--- src/rtl/image_window_reader_if.sv ---
// Memory read port and window output stream of the 3x3 image window reader.
// The master side is the reader; the slave side is the image memory plus the downstream stage.
interface image_window_reader_if #(
   parameter int addressWidthImg = 10,
   parameter int dataWidthImg    = 16
);
   logic                       ren;
   logic [addressWidthImg-1:0] addr1;
   logic [addressWidthImg-1:0] addr2;
   logic [dataWidthImg-1:0]    rdata0, rdata1, rdata2, rdata3, rdata4, rdata5, rdata6, rdata7, rdata8;
   logic [dataWidthImg-1:0]    win0, win1, win2, win3, win4, win5, win6, win7, win8;
   logic [addressWidthImg-1:0] out_row;
   logic [addressWidthImg-1:0] out_col;
   logic                       out_valid;
   logic                       out_ready;

   modport master (
      output ren, addr1, addr2,
      input  rdata0, rdata1, rdata2, rdata3, rdata4, rdata5, rdata6, rdata7, rdata8,
      output win0, win1, win2, win3, win4, win5, win6, win7, win8,
      output out_row, out_col, out_valid,
      input  out_ready
   );

   modport slave (
      input  ren, addr1, addr2,
      output rdata0, rdata1, rdata2, rdata3, rdata4, rdata5, rdata6, rdata7, rdata8,
      input  win0, win1, win2, win3, win4, win5, win6, win7, win8,
      input  out_row, out_col, out_valid,
      output out_ready
   );
endinterface

--- src/rtl/image_window_reader.sv ---
// Scans every 3x3 window position of a loaded image, reads it from the window memory
// and hands each captured window with its row/column tag to the downstream stage.
//
// state     | meaning
// IDLE      | waiting for start
// WAIT_FULL | scan requested, waiting for the memory to report full
// READ      | ren asserted for the current window position
// CAPT      | memory data valid, capture window and tags
// HOLD      | window presented, waiting for out_ready
// DONE      | one-cycle completion pulse
module image_window_reader #(
   parameter int n_c             = 28,
   parameter int n_r             = 28,
   parameter int addressWidthImg = 10,
   parameter int dataWidthImg    = 16
) (
   input  logic                  clk,
   input  logic                  rst,
   input  logic                  start,
   input  logic                  mem_full,
   output logic                  busy,
   output logic                  done,
   image_window_reader_if.master bus
);
   localparam logic [addressWidthImg-1:0] last_row = addressWidthImg'(n_r - 3);
   localparam logic [addressWidthImg-1:0] last_col = addressWidthImg'(n_c - 3);

   typedef enum logic [2:0] {IDLE, WAIT_FULL, READ, CAPT, HOLD, DONE} state_t;

   state_t                     state_q, state_d;
   logic [addressWidthImg-1:0] row_q, col_q;
   logic                       clr_cnt, adv_cnt;
   logic                       accept, last_pos;

   assign accept   = bus.out_valid && bus.out_ready;
   assign last_pos = (row_q == last_row) && (col_q == last_col);

   always_ff @(posedge clk or posedge rst) begin
      if (rst) state_q <= IDLE;
      else     state_q <= state_d;
   end

   always_comb begin
      state_d = state_q;
      clr_cnt = 1'b0;
      adv_cnt = 1'b0;
      case (state_q)
         IDLE: begin
            if (start) begin
               clr_cnt = 1'b1;
               state_d = mem_full ? READ : WAIT_FULL;
            end
         end
         WAIT_FULL: if (mem_full) state_d = READ;
         READ:      state_d = CAPT;
         CAPT:      state_d = HOLD;
         HOLD: begin
            if (accept) begin
               if (last_pos) begin
                  state_d = DONE;
               end else begin
                  adv_cnt = 1'b1;
                  state_d = READ;
               end
            end
         end
         DONE:      state_d = IDLE;
         default:   state_d = IDLE;
      endcase
   end

   // Counters double as the registered read address, so addr1/addr2 are stable through READ.
   always_ff @(posedge clk or posedge rst) begin
      if (rst) begin
         row_q <= '0;
         col_q <= '0;
      end else if (clr_cnt) begin
         row_q <= '0;
         col_q <= '0;
      end else if (adv_cnt) begin
         if (col_q == last_col) begin
            col_q <= '0;
            row_q <= row_q + 1'b1;
         end else begin
            col_q <= col_q + 1'b1;
         end
      end
   end

   always_ff @(posedge clk or posedge rst) begin
      if (rst) begin
         bus.out_valid <= 1'b0;
         bus.out_row   <= '0;
         bus.out_col   <= '0;
         bus.win0 <= '0; bus.win1 <= '0; bus.win2 <= '0;
         bus.win3 <= '0; bus.win4 <= '0; bus.win5 <= '0;
         bus.win6 <= '0; bus.win7 <= '0; bus.win8 <= '0;
      end else if (state_q == CAPT) begin
         bus.out_valid <= 1'b1;
         bus.out_row   <= row_q;
         bus.out_col   <= col_q;
         bus.win0 <= bus.rdata0; bus.win1 <= bus.rdata1; bus.win2 <= bus.rdata2;
         bus.win3 <= bus.rdata3; bus.win4 <= bus.rdata4; bus.win5 <= bus.rdata5;
         bus.win6 <= bus.rdata6; bus.win7 <= bus.rdata7; bus.win8 <= bus.rdata8;
      end else if (accept) begin
         bus.out_valid <= 1'b0;
      end
   end

   assign bus.ren   = (state_q == READ);
   assign bus.addr1 = row_q;
   assign bus.addr2 = col_q;
   assign busy      = (state_q != IDLE);
   assign done      = (state_q == DONE);
endmodule
--- src/flat_wrapper.sv ---
// flat-port wrapper written by rule: the top's interface ports become plain ports
module image_window_reader_flat 
#(
   parameter int n_c             = 28,
   parameter int n_r             = 28,
   parameter int addressWidthImg = 10,
   parameter int dataWidthImg    = 16
)
  (clk, rst, start, mem_full, busy, done, bus_ren, bus_addr1, bus_addr2, bus_rdata0, bus_rdata1, bus_rdata2, bus_rdata3, bus_rdata4, bus_rdata5, bus_rdata6, bus_rdata7, bus_rdata8, bus_win0, bus_win1, bus_win2, bus_win3, bus_win4, bus_win5, bus_win6, bus_win7, bus_win8, bus_out_row, bus_out_col, bus_out_valid, bus_out_ready);
  image_window_reader_if #(.addressWidthImg(addressWidthImg), .dataWidthImg(dataWidthImg)) bus_i ();
  input  logic clk;
  input  logic rst;
  input  logic start;
  input  logic mem_full;
  output logic busy;
  output logic done;
  output wire logic [$bits(bus_i.ren)-1:0] bus_ren;
  output wire logic [$bits(bus_i.addr1)-1:0] bus_addr1;
  output wire logic [$bits(bus_i.addr2)-1:0] bus_addr2;
  input wire logic [$bits(bus_i.rdata0)-1:0] bus_rdata0;
  input wire logic [$bits(bus_i.rdata1)-1:0] bus_rdata1;
  input wire logic [$bits(bus_i.rdata2)-1:0] bus_rdata2;
  input wire logic [$bits(bus_i.rdata3)-1:0] bus_rdata3;
  input wire logic [$bits(bus_i.rdata4)-1:0] bus_rdata4;
  input wire logic [$bits(bus_i.rdata5)-1:0] bus_rdata5;
  input wire logic [$bits(bus_i.rdata6)-1:0] bus_rdata6;
  input wire logic [$bits(bus_i.rdata7)-1:0] bus_rdata7;
  input wire logic [$bits(bus_i.rdata8)-1:0] bus_rdata8;
  output wire logic [$bits(bus_i.win0)-1:0] bus_win0;
  output wire logic [$bits(bus_i.win1)-1:0] bus_win1;
  output wire logic [$bits(bus_i.win2)-1:0] bus_win2;
  output wire logic [$bits(bus_i.win3)-1:0] bus_win3;
  output wire logic [$bits(bus_i.win4)-1:0] bus_win4;
  output wire logic [$bits(bus_i.win5)-1:0] bus_win5;
  output wire logic [$bits(bus_i.win6)-1:0] bus_win6;
  output wire logic [$bits(bus_i.win7)-1:0] bus_win7;
  output wire logic [$bits(bus_i.win8)-1:0] bus_win8;
  output wire logic [$bits(bus_i.out_row)-1:0] bus_out_row;
  output wire logic [$bits(bus_i.out_col)-1:0] bus_out_col;
  output wire logic [$bits(bus_i.out_valid)-1:0] bus_out_valid;
  input wire logic [$bits(bus_i.out_ready)-1:0] bus_out_ready;
  assign bus_ren = bus_i.ren;
  assign bus_addr1 = bus_i.addr1;
  assign bus_addr2 = bus_i.addr2;
  assign bus_i.rdata0 = bus_rdata0;
  assign bus_i.rdata1 = bus_rdata1;
  assign bus_i.rdata2 = bus_rdata2;
  assign bus_i.rdata3 = bus_rdata3;
  assign bus_i.rdata4 = bus_rdata4;
  assign bus_i.rdata5 = bus_rdata5;
  assign bus_i.rdata6 = bus_rdata6;
  assign bus_i.rdata7 = bus_rdata7;
  assign bus_i.rdata8 = bus_rdata8;
  assign bus_win0 = bus_i.win0;
  assign bus_win1 = bus_i.win1;
  assign bus_win2 = bus_i.win2;
  assign bus_win3 = bus_i.win3;
  assign bus_win4 = bus_i.win4;
  assign bus_win5 = bus_i.win5;
  assign bus_win6 = bus_i.win6;
  assign bus_win7 = bus_i.win7;
  assign bus_win8 = bus_i.win8;
  assign bus_out_row = bus_i.out_row;
  assign bus_out_col = bus_i.out_col;
  assign bus_out_valid = bus_i.out_valid;
  assign bus_i.out_ready = bus_out_ready;
  image_window_reader #(.n_c(n_c), .n_r(n_r), .addressWidthImg(addressWidthImg), .dataWidthImg(dataWidthImg)) u_core (.clk(clk), .rst(rst), .start(start), .mem_full(mem_full), .busy(busy), .done(done), .bus(bus_i));
endmodule
--- config.mk ---
export PLATFORM = sky130hd
export DESIGN_NAME = image_window_reader_flat
export DESIGN_NICKNAME = d
export VERILOG_FILES = /design/src/rtl/image_window_reader_if.sv /design/src/rtl/image_window_reader.sv /design/src/flat_wrapper.sv
export SDC_FILE = /design/constraint.sdc
export NUM_CORES = 1
export LEC_CHECK = 0
export ABC_AREA = 1
export CORE_MARGIN = 4
export CORE_UTILIZATION = 38
export DETAILED_ROUTE_END_ITERATION = 7
export GPL_TIMING_DRIVEN = 0
export PLACE_DENSITY = 0.88
export SLEW_MARGIN = 0
export SYNTH_ARGS = -nofsm -noshare
export SYNTH_HDL_FRONTEND = slang
export SYNTH_SLANG_ARGS = --single-unit
--- constraint.sdc ---
create_clock -name clk -period 5.8 [get_ports clk]
set_input_delay 0.58 -clock clk [delete_from_list [all_inputs] [get_ports clk]]
set_output_delay 0.58 -clock clk [all_outputs]
set_load 0.02 [all_outputs]
# ---- Word level (Yosys, flattened, before mapping)
# Cells that the tools add are included.
dict set report op_classes {
  add_sub_neg 2
  mul 0
  n_div 0
  n_lt_le_gt_ge 0
  n_eq_ne 10
  shifts 0
  n_mux 19
  bitwise_logic 0
  n_reduce_logical 9
}
# operator n
set op_table {}
lappend op_table {{10-bit 2-to-1 mux} 6}
lappend op_table {{10-bit by 1-bit adder with 10-bit output (second input constant)} 2}
lappend op_table {{10-bit by 5-bit equality test with 1-bit output (second input constant)} 2}
lappend op_table {{3-bit one-hot mux with 5 select lines} 1}
lappend op_table {{3-bit 2-to-1 mux} 4}
lappend op_table {{1-bit 2-to-1 mux} 7}
lappend op_table {{3-bit by 2-bit equality test with 1-bit output (second input constant)} 2}
lappend op_table {{3-bit equality test (second input constant)} 2}
lappend op_table {{2-bit nonzero test} 3}
lappend op_table {{2-bit != test (second input constant)} 2}
lappend op_table {{3-bit by 1-bit equality test with 1-bit output (second input constant)} 1}
lappend op_table {{3-bit logical NOT} 1}
lappend op_table {{3-bit AND reduction} 1}
lappend op_table {{3-bit nonzero test} 1}
lappend op_table {{1-bit logical AND} 2}
lappend op_table {{2-bit 2-to-1 mux} 1}
lappend op_table {{2-bit by 1-bit != test with 1-bit output (second input constant)} 1}
lappend op_table {{2-bit AND reduction} 1}
dict set report totals {
  reg_bits 188
  latchBits 0
  ram_bits 0
  mem_bits_ro 0
  input_bits 149
  out_inout_bits 188
  elab_cells 55
  n_memories 0
}

# ---- Logic depth before layout (Yosys ltp)
# Gate-level depths: netlist (run 1).
dict set report depth {
  word_depth 7
  ltp_mapped 13
  ltp_nobuf 12
}

# ---- Worst setup path before layout (run 1)
# OpenSTA, ideal clock, no wires.
dict set report synth_path {
  kind {register to register}
  startpoint {register u_core.state_q[0]}
  endpoint {register u_core.row_q[0] (netlist: u_core.bus.addr1[0])}
  setup_time_ns 0.118
  arrival_ns 1.545
  path_slack_ns 4.137
  path_stages_with_launch 10
  cell_sequence {dfrtp_1 nor2_2 nand2_1 nor2_4 inv_1 nand2_1 buf_4 nand2_4 nand2_1 nand2_1}
}
dict set report synth_via {
  elab_chain_cells 4
  word_cells_on_any_way 8
  classes_between {eq/ne (1); mux (3); reduce/logical (4)}
}
# element line
set synth_lines {}
lappend synth_lines {{from (decl)} image_window_reader.sv:30} ;# state_t state_q, state_d;
lappend synth_lines {{from (signal assigned)} image_window_reader.sv:40} ;# else state_q <= state_d;
lappend synth_lines {{3-bit equality test or 3-bit logical NOT (tied branches)} image_window_reader.sv:47} ;# case (state_q)
lappend synth_lines {{1-bit 2-to-1 mux} image_window_reader.sv:47}
lappend synth_lines {{2-bit nonzero test (no source line)} n/a}
lappend synth_lines {{2-bit AND reduction (no source line)} n/a}
lappend synth_lines {{to (signal assigned)} image_window_reader.sv:83} ;# row_q <= row_q + 1'b1;
lappend synth_lines {{to (decl)} image_window_reader.sv:31} ;# logic [addressWidthImg-1:0] row_q, col_q;
# Parallel ways exist; a longest one is shown, timed or not.
# A chain may end at the register's enable or synchronous reset.

# ---- Final worst setup path (run 1)
dict set report layout_path {
  startpoint {register u_core.state_q[1]}
  endpoint {output port bus_ren}
}
dict set report layout_via {
  elab_chain_cells 1
}
# element line
set layout_lines {}
lappend layout_lines {{3-bit by 2-bit equality test with 1-bit output} image_window_reader.sv:110} ;# assign bus.ren = (state_q == READ);
lappend layout_lines {{to (decl)} flat_wrapper.sv:17} ;# output wire logic [$bits(bus_i.ren)-1:0] bus_ren;
# No other way between the ends.

==> flow_summary.ini, run 1 <==
[run_status]
status = finished, final reports clean

[clock_network]
cts_tree = built
cts_buffers = 17
clk_path_buf_depth = 2
cts_resized = 0
cts-root-buf = clkbuf_16
holdBufCountCts = 0
cts.sink_count = 188
clock_latency_ps = 430
clk_pin_slew_ps = 60
htree_levels = 4
postCtsSetupRepairBufs = 0

[routing]
vias = 7240
dr.first_iter.drc_count = 382
wl_per_cell_um = 16.4
wl_um = 25300
firstDrtPassIters = 5
viasPerCell = 4.70
detail-route-antenna-nets = 0
drc = 0

[yosys]
synth_cell_type_count = 26
syn_area_per_cell_um2 = 8.42
synth_fp_nets = 1060
syn_inst = 907
netlist.area_leader.share_pct = 61.6
yosysTopAreaCell = dfrtp_1
ys_seq_elements = 188
syn_area_um2 = 7630
seq_area_frac_synth_pct = 61.6
yosysWarnings = 0
synth_area_leaders = dfrtp_1 62%, nand2_1 26%, inv_1 1.8%

[floorplanning]
core-area_um2 = 19600
num_rows = 51
die-area_um2 = 22400
die_y_um = 150
io-pin-count = 337
fp.dieW_um = 150
start_util_pct = 39.0

[place]
dp_hpwl_um = 19100
place_area_um2 = 11400
placed_cells = 1509
gp_congestion = 0.842
port_buffers = 336

[worst_setup_path]
critPathKind = flop to primary output
cp_cell_sequence = inv_1 -> nor3_1 -> clkdlybuf4s50_1
cp_max_fo = 3
crit_required_ps = 5220
arrival_ps = 1960
crit_buf_inv = 2
crit_path_max_incr_delay_ps = 720
cp-end-kind = primary output
r2r-end = u_core.bus.win7[10]
rrSetupSlack_ps = 3610
r2r_cells = 6
reg2reg_from = u_core.state_q[0]
start_kind = flop
crit_family = buffers and inverters
slowest_stage = clkdlybuf4s50_1

[pwr]
power_density_nw_per_um2 = 549
ir_drop_uv = 214
total_power_mw = 6.56
leakage_nw = 5.88

[hold_path]
min_path_cells = 2
hold_start = u_core.bus.win1[3]
holdCritPathClass = flop to flop
hold_path_end = u_core.bus.win1[3]

[global_routing]
grt_pass1_vias = 7295
antenna_found_initial = 0
grt_max_degree = 112
grt_remaining_overflow = 0
busiest_layer = met2
grt_pass1_wl_um = 38800
grt_use_met1_pct = 25.9
grt_usage_pct = 22.2
gr-usage-met2_pct = 39.2
met3_usage_pct = 5.63

[sta]
finalHoldViolCount = 0
finalMaxSlewViolations = 0
slew_headroom_pct = 42.9
fmax_ghz = 0.393
rsz0062_at_grt = false
min_period_ps = 2540
tightest_slew_ps = 857
period_share_pct = 43.8
finalSetupViolCount = 0
skew_ps = 13.1

[cells_and_area]
stdcell_count = 1541
final_util_pct = 61.0
fill_cells = 1627
syn_to_final_growth_pct = 56.5
final_nets = 1416
finalInstanceArea_um2 = 12000
num_antenna_cells = 0
layout-drive-gt1-share_pct = 4.47

[job]
maxCapViolCount = 0
-- placed cells by master, fill, tap and decap left out, drive strengths merged --
master / Yosys / layout
a21oi: 3 / 3
a31oi: 4 / 4
buf: 12 / 13
bufinv: 0 / 1
clkbuf: 29 / 47
clkdlybuf4s50: 0 / 336
clkinv: 0 / 3
clkinvlp: 0 / 1
dfrtp: 188 / 188
ha: 4 / 4
inv: 39 / 48
mux2i: 1 / 1
nand2: 532 / 532
nand3: 25 / 25
nand4: 5 / 5
nor2: 29 / 29
nor3: 4 / 4
nor4: 2 / 2
o211ai: 1 / 1
o21ai: 18 / 18
or2: 3 / 3
xnor2: 1 / 1
xor2: 7 / 7
-- metrics by stage --
| step | setup TNS [ps] | worst slack (ps) | hold WS, ps |
|---|---|---|---|
| after global placement | -452400 | -2420 | 453 |
| after CTS | 0 | 3280 | 474 |
| final | 0 | 3260 | 469 |
| after floorplan | 0 | 106 | 584 |
| after detailed placement | 0 | 3520 | 457 |
| after global routing | 0 | 3220 | 493 |
-- per-layer routing --
metal	share of wire (%)	vias to the layer above
met2	50	290
li1	-	3473
met4	3.4	0
met1	39	3424
met3	7.1	53
met5	0	-
-- Yosys cell counts --
cell      number
mux2i_1        1
a21oi_1        3
nor2_2         2
nor3_4         1
o211ai_1       1
or2_2          3
o21ai_0       17
nand4_1        5
inv_1         36
nor2_1        26
nor3_1         3
dfrtp_1      188
nand3_1       25
ha_1           4
nand2_4        1
a31oi_1        4
buf_4          1
inv_2          3
nand2_1      531
o21ai_1        1
nor2_4         1
xnor2_1        1
clkbuf_1      29
buf_2         11
nor4_1         2
xor2_1         7
-- area by class of cell --
cell class | count | area (µm²) | area share, %
flip-flops and latches | 188 | 4700 | 39.4
repair buffers | 337 | 3390 | 28.4
multi-input cells | 639 | 2610 | 21.9
clock buffers | 18 | 439 | 3.68
well taps | 265 | 332 | 2.77
plain buffers | 41 | 171 | 1.43
inverters | 39 | 154 | 1.29
clock inverters | 14 | 146 | 1.23
-- worst register-to-register path: stages (launching register included) --
cell and delay, ps:
dfrtp_1 410, inv_2 70, nor3_4 380, clkbuf_1 700, buf_2 390, nand2_1 100
nand2_1 80
-- worst max-delay path by stage --
stage	start	to	slack [ps]	cells past startpoint
after floorplan	rst	u_core.bus.addr1[0]	110	1
after global placement	rst	u_core.bus.win2[12]	-2420	2
after detailed placement	start	u_core.bus.addr1[1]	3520	9
after CTS	u_core.state_q[1]	bus_ren	3280	3
after global routing	u_core.state_q[1]	bus_ren	3220	3
final	u_core.state_q[1]	bus_ren	3260	3
-- where the power goes --
group          switching (mW)  internal [mW]  total [mW]
Clock                   0.554          0.623        1.18
Sequential              0.346           1.87        2.22
Combinational            1.80           1.36        3.16
-- cells by family (layout without fill, tap and decap cells) --
family          after synthesis  count (layout)  share of synthesized area, %
simple gates                600             600                          30.7
flops                       188             188                          61.6
buf+inv                      80             449                          4.16
compound gates               26              26                          1.80
xor+xnor                      8               8                         0.918
fa+ha+maj                     4               4                         0.656
mux                           1               1                         0.131
-- state kept, by name (all words and copies together), names as in the netlist --
name / cells
u_core.bus.win4: 16
u_core.bus.addr2: 10
u_core.bus.out_valid: 1
u_core.bus.addr1: 10
u_core.bus.win0: 16
u_core.state_q: 3
u_core.bus.win2: 16
u_core.bus.out_col: 10
u_core.bus.win7: 16
u_core.bus.win5: 16
u_core.bus.win3: 16
u_core.bus.win6: 16
u_core.bus.out_row: 10
u_core.bus.win8: 16
u_core.bus.win1: 16
Note: power is estimated with default switching activity, not from simulation.
==> run 2: changes to the inputs <==
Settings changed: CORE_UTILIZATION 38 to 42, PLACE_DENSITY 0.88 to 0.91.
Clock period 5.8 ns to 2.6 ns, I/O delays scaled along.
==> flow_summary.ini, run 2 (synthesis gave the netlist of run 1 again) <==
[routing]
firstDrtPassIters = 5
vias = 7375
detail-route-antenna-nets = 0
dr.first_iter.drc_count = 335
wl_per_cell_um = 16.8
viasPerCell = 4.89
wl_um = 25300
drc = 0

[clock_network]
cts_resized = 0
cts_tree = built
cts_buffers = 17
holdBufCountCts = 0
cts-root-buf = clkbuf_16
clock_latency_ps = 420
clk_pin_slew_ps = 70
cts.sink_count = 188
htree_levels = 4
postCtsSetupRepairBufs = 0
clk_path_buf_depth = 2

[sta]
finalHoldViolCount = 0
period_share_pct = 88.7
min_period_ps = 2310
finalMaxSlewViolations = 0
skew_ps = 10.7
tightest_slew_ps = 705
slew_headroom_pct = 53.0
holdWs_ps = 256
finalSetupViolCount = 0
fmax_ghz = 0.434
rsz0062_at_grt = false
setup_slack_ps = 295

[worst_setup_path]
arrival_ps = 2050
cp-end-kind = primary output
start_kind = flop
crit_required_ps = 2340
cp_max_fo = 4
critPathKind = flop to primary output
r2r-end = u_core.bus.win3[1]
r2r_cells = 7
rrSetupSlack_ps = 530
endpoint = bus_ren
reg2reg_from = u_core.state_q[1]
worstSetupStartpoint = u_core.state_q[2]

[run_status]
status = finished, final reports clean

[hold_path]
holdCritPathClass = input pin to asynchronous set/reset pin

[global_routing]
grt_pass1_wl_um = 38400
grt_pass1_vias = 7332
grt_usage_pct = 23.9
grt_remaining_overflow = 0
grt_max_degree = 40
antenna_found_initial = 0

[cells_and_area]
stdcell_count = 1509
finalInstanceArea_um2 = 11900
most-common-layout-cells = 531 x nand2_1, 336 x clkdlybuf4s50_1, 188 x dfrtp_1, 35 x inv_1, 30 x clkbuf_1
layout-drive-gt1-share_pct = 4.69
final_common_cell = nand2_1
syn_to_final_growth_pct = 56.5
num_antenna_cells = 0
final_nets = 1420
fill_cells = 1380

[place]
place_ws_ps = 534
gp_congestion = 0.885
place_area_um2 = 11400
placed_cells = 1477
port_buffers = 336
dp_hpwl_um = 19400

[pwr]
power_density_nw_per_um2 = 1210
total_power_mw = 14.5
leakage_nw = 5.88
ir_drop_uv = 747

[floorplanning]
io-pin-count = 337
die_y_um = 143
core-area_um2 = 17900
num_rows = 49
start_util_pct = 42.6
fp.dieW_um = 143
die-area_um2 = 20400

[job]
maxCapViolCount = 0
==> run 2: worst min path at each step <==
stage | start | end | slack, ps
global placement | u_core.bus.win1[3] | u_core.bus.win1[3] | 450
detailed placement | u_core.bus.win6[1] | u_core.bus.win6[1] | 460
global route | rst | u_core.bus.win4[4] | 280
CTS | rst | u_core.bus.win4[4] | 250
finish | rst | u_core.bus.win4[4] | 260
floorplan | bus_out_ready | u_core.bus.out_valid | 350
==> run 2: stage by stage <==
stage	TNS [ps]	utilization [%]
final	0	66.7
after global routing	0	66.7
after CTS	0	66.7
after detailed placement	0	63.6
after global placement	-289360	63.1
after floorplan	-15130	-
==> run 2: power by group <==
group / total (mW) / internal (mW) / switching (mW)
combinational: 7.05 / 3.04 / 4.01
clock: 2.48 / 1.26 / 1.21
sequential: 4.96 / 4.18 / 0.782
total: 14.5 / 8.48 / 6.01
==> run 2: final cells by class <==
class | count | area, µm² | area share, %
plain buffers | 41 | 171 | 1.43
multi-input cells | 639 | 2610 | 21.9
clock buffers | 18 | 429 | 3.59
repair buffers | 341 | 3460 | 29.0
inverters | 39 | 150 | 1.26
well taps | 229 | 287 | 2.40
clock inverters | 14 | 130 | 1.09
flip-flops and latches | 188 | 4700 | 39.4
==> run 2: per-layer routing <==
metal / up-vias / share of wire (%) / global-route usage, %
met4: 0 / 3.0 / 9.70
met3: 55 / 7.7 / 5.56
met1: 3516 / 37 / 27.0
met5: - / 0 / 0
li1: 3481 / - / -
met2: 323 / 53 / 43.4
==> run 2: critical path, cell delays in order, from the launching register on <==
cell,delay (ps)
dfrtp_1,430
nor3_1,470
clkdlybuf4s50_1,720
==> run 3: changes to the inputs <==
Settings changed: CORE_MARGIN 4 to default.
==> flow_summary.ini, run 3 (synthesis gave the netlist of run 1 again) <==
[global_routing]
grt_max_degree = 45
busiest_layer = met2
antenna_found_initial = 0
gr-usage-met2_pct = 47.1
grt_pass1_wl_um = 37900
met3_usage_pct = 6.67
grt_pass1_vias = 7392
grt_remaining_overflow = 0
grt_usage_pct = 26.5
grt_use_met1_pct = 29.4

[floorplanning]
start_util_pct = 43.5
core-area_um2 = 17500
fp.dieW_um = 137
io-pin-count = 337
die-area_um2 = 18700
die_y_um = 137
num_rows = 48

[pwr]
leakage_nw = 5.89
switchingPower_mw = 5.92
power.share.sequential_pct = 34.2
power_density_nw_per_um2 = 1210
p_clk_share_pct = 17.2
ir_drop_uv = 800
total_power_mw = 14.5
p_sw_share_pct = 40.9
intPower_mw = 8.57
p_comb_share_pct = 48.6

[routing]
detail-route-antenna-nets = 0
dr.first_iter.drc_count = 424
wl_um = 24500
drc = 0
firstDrtPassIters = 5
vias = 7393
wl_per_cell_um = 16.3
viasPerCell = 4.92

[clock_network]
clk_pin_slew_ps = 70
cts_tree = built
cts_resized = 0
cts-root-buf = clkbuf_16
holdBufCountCts = 0
clock_latency_ps = 420
cts_buffers = 17
htree_levels = 4
postCtsSetupRepairBufs = 0
cts.sink_count = 188
clk_path_buf_depth = 2

[worst_setup_path]
crit_required_ps = 2340
start_kind = flop
cp-end-kind = primary output
reg2reg_from = u_core.state_q[0]
r2r_cells = 6
r2r-end = u_core.bus.win6[11]
critPathKind = flop to primary output
rrSetupSlack_ps = 550
cp_max_fo = 3
worstSetupStartpoint = u_core.state_q[1]
arrival_ps = 1950

[sta]
finalMaxSlewViolations = 0
tightest_slew_ps = 709
period_share_pct = 85.1
slew_headroom_pct = 52.8
holdWs_ps = 242
fmax_ghz = 0.452
setup_slack_ps = 388
rsz0062_at_grt = false
skew_ps = 9.35
finalHoldViolCount = 0
min_period_ps = 2210
finalSetupViolCount = 0

[cells_and_area]
final_nets = 1419
most-common-layout-cells = 531 x nand2_1, 336 x clkdlybuf4s50_1, 188 x dfrtp_1, 35 x inv_1, 29 x clkbuf_1
layout-drive-gt1-share_pct = 4.62
stdcell_count = 1504
final_common_cell = nand2_1
syn_to_final_growth_pct = 56.2

[place]
port_buffers = 336
dp_hpwl_um = 18400
gp_congestion = 0.891
placed_cells = 1472
place_ws_ps = 489

[job]
maxCapViolCount = 0

[run_status]
status = finished, final reports clean

[hold_path]
holdCritPathClass = input pin to asynchronous set/reset pin
run 3: how the worst max path moves through the flow:
stage                                to
floorplan           u_core.bus.addr1[0]
global placement     u_core.bus.win1[2]
detailed placement  u_core.bus.win6[11]
CTS                             bus_ren
global route                    bus_ren
finish                          bus_ren
run 3: cell type report:
class / count / area (µm²)
fill: 1303 / 5610
sequential: 188 / 4700
timing repair buffer: 340 / 3440
multi-input combinational: 639 / 2610
clock buffer: 18 / 439
tap: 225 / 282
buffer: 41 / 171
inverter: 39 / 150
clock inverter: 13 / 118
antenna: 1 / 2.50
run 3: power by group through the flow:
stage	Combinational [mW]	Clock, mW	Sequential, mW
after detailed placement	7.05	0	4.97
after floorplan	1.97	0	6.40
after CTS	7.08	2.54	4.94
after global routing	7.59	2.66	5.09
final	7.03	2.49	4.96
after global placement	6.82	0	4.90
run 3: stage by stage:
stage	cell area (µm²)	TNS, ps	util, %
after floorplan	7640	-15130	-
after global placement	11300	-283850	64.3
after detailed placement	11400	0	64.8
after CTS	11900	0	68.0
after global routing	11900	0	68.0
final	11900	0	68.0
run 3: metal layers:
| layer | wire (µm) | vias up | share of wire [%] |
|---|---|---|---|
| met5 | 0 | - | 0 |
| met4 | 995 | 0 | 4.1 |
| met3 | 1940 | 70 | 7.9 |
| met2 | 12600 | 312 | 52 |
| met1 | 8960 | 3528 | 37 |
| li1 | - | 3483 | - |
run 3: critical path: stages (launching register included):
cell and delay, ps:
dfrtp_1 380, inv_1 100, nor3_1 310, clkdlybuf4s50_1 740
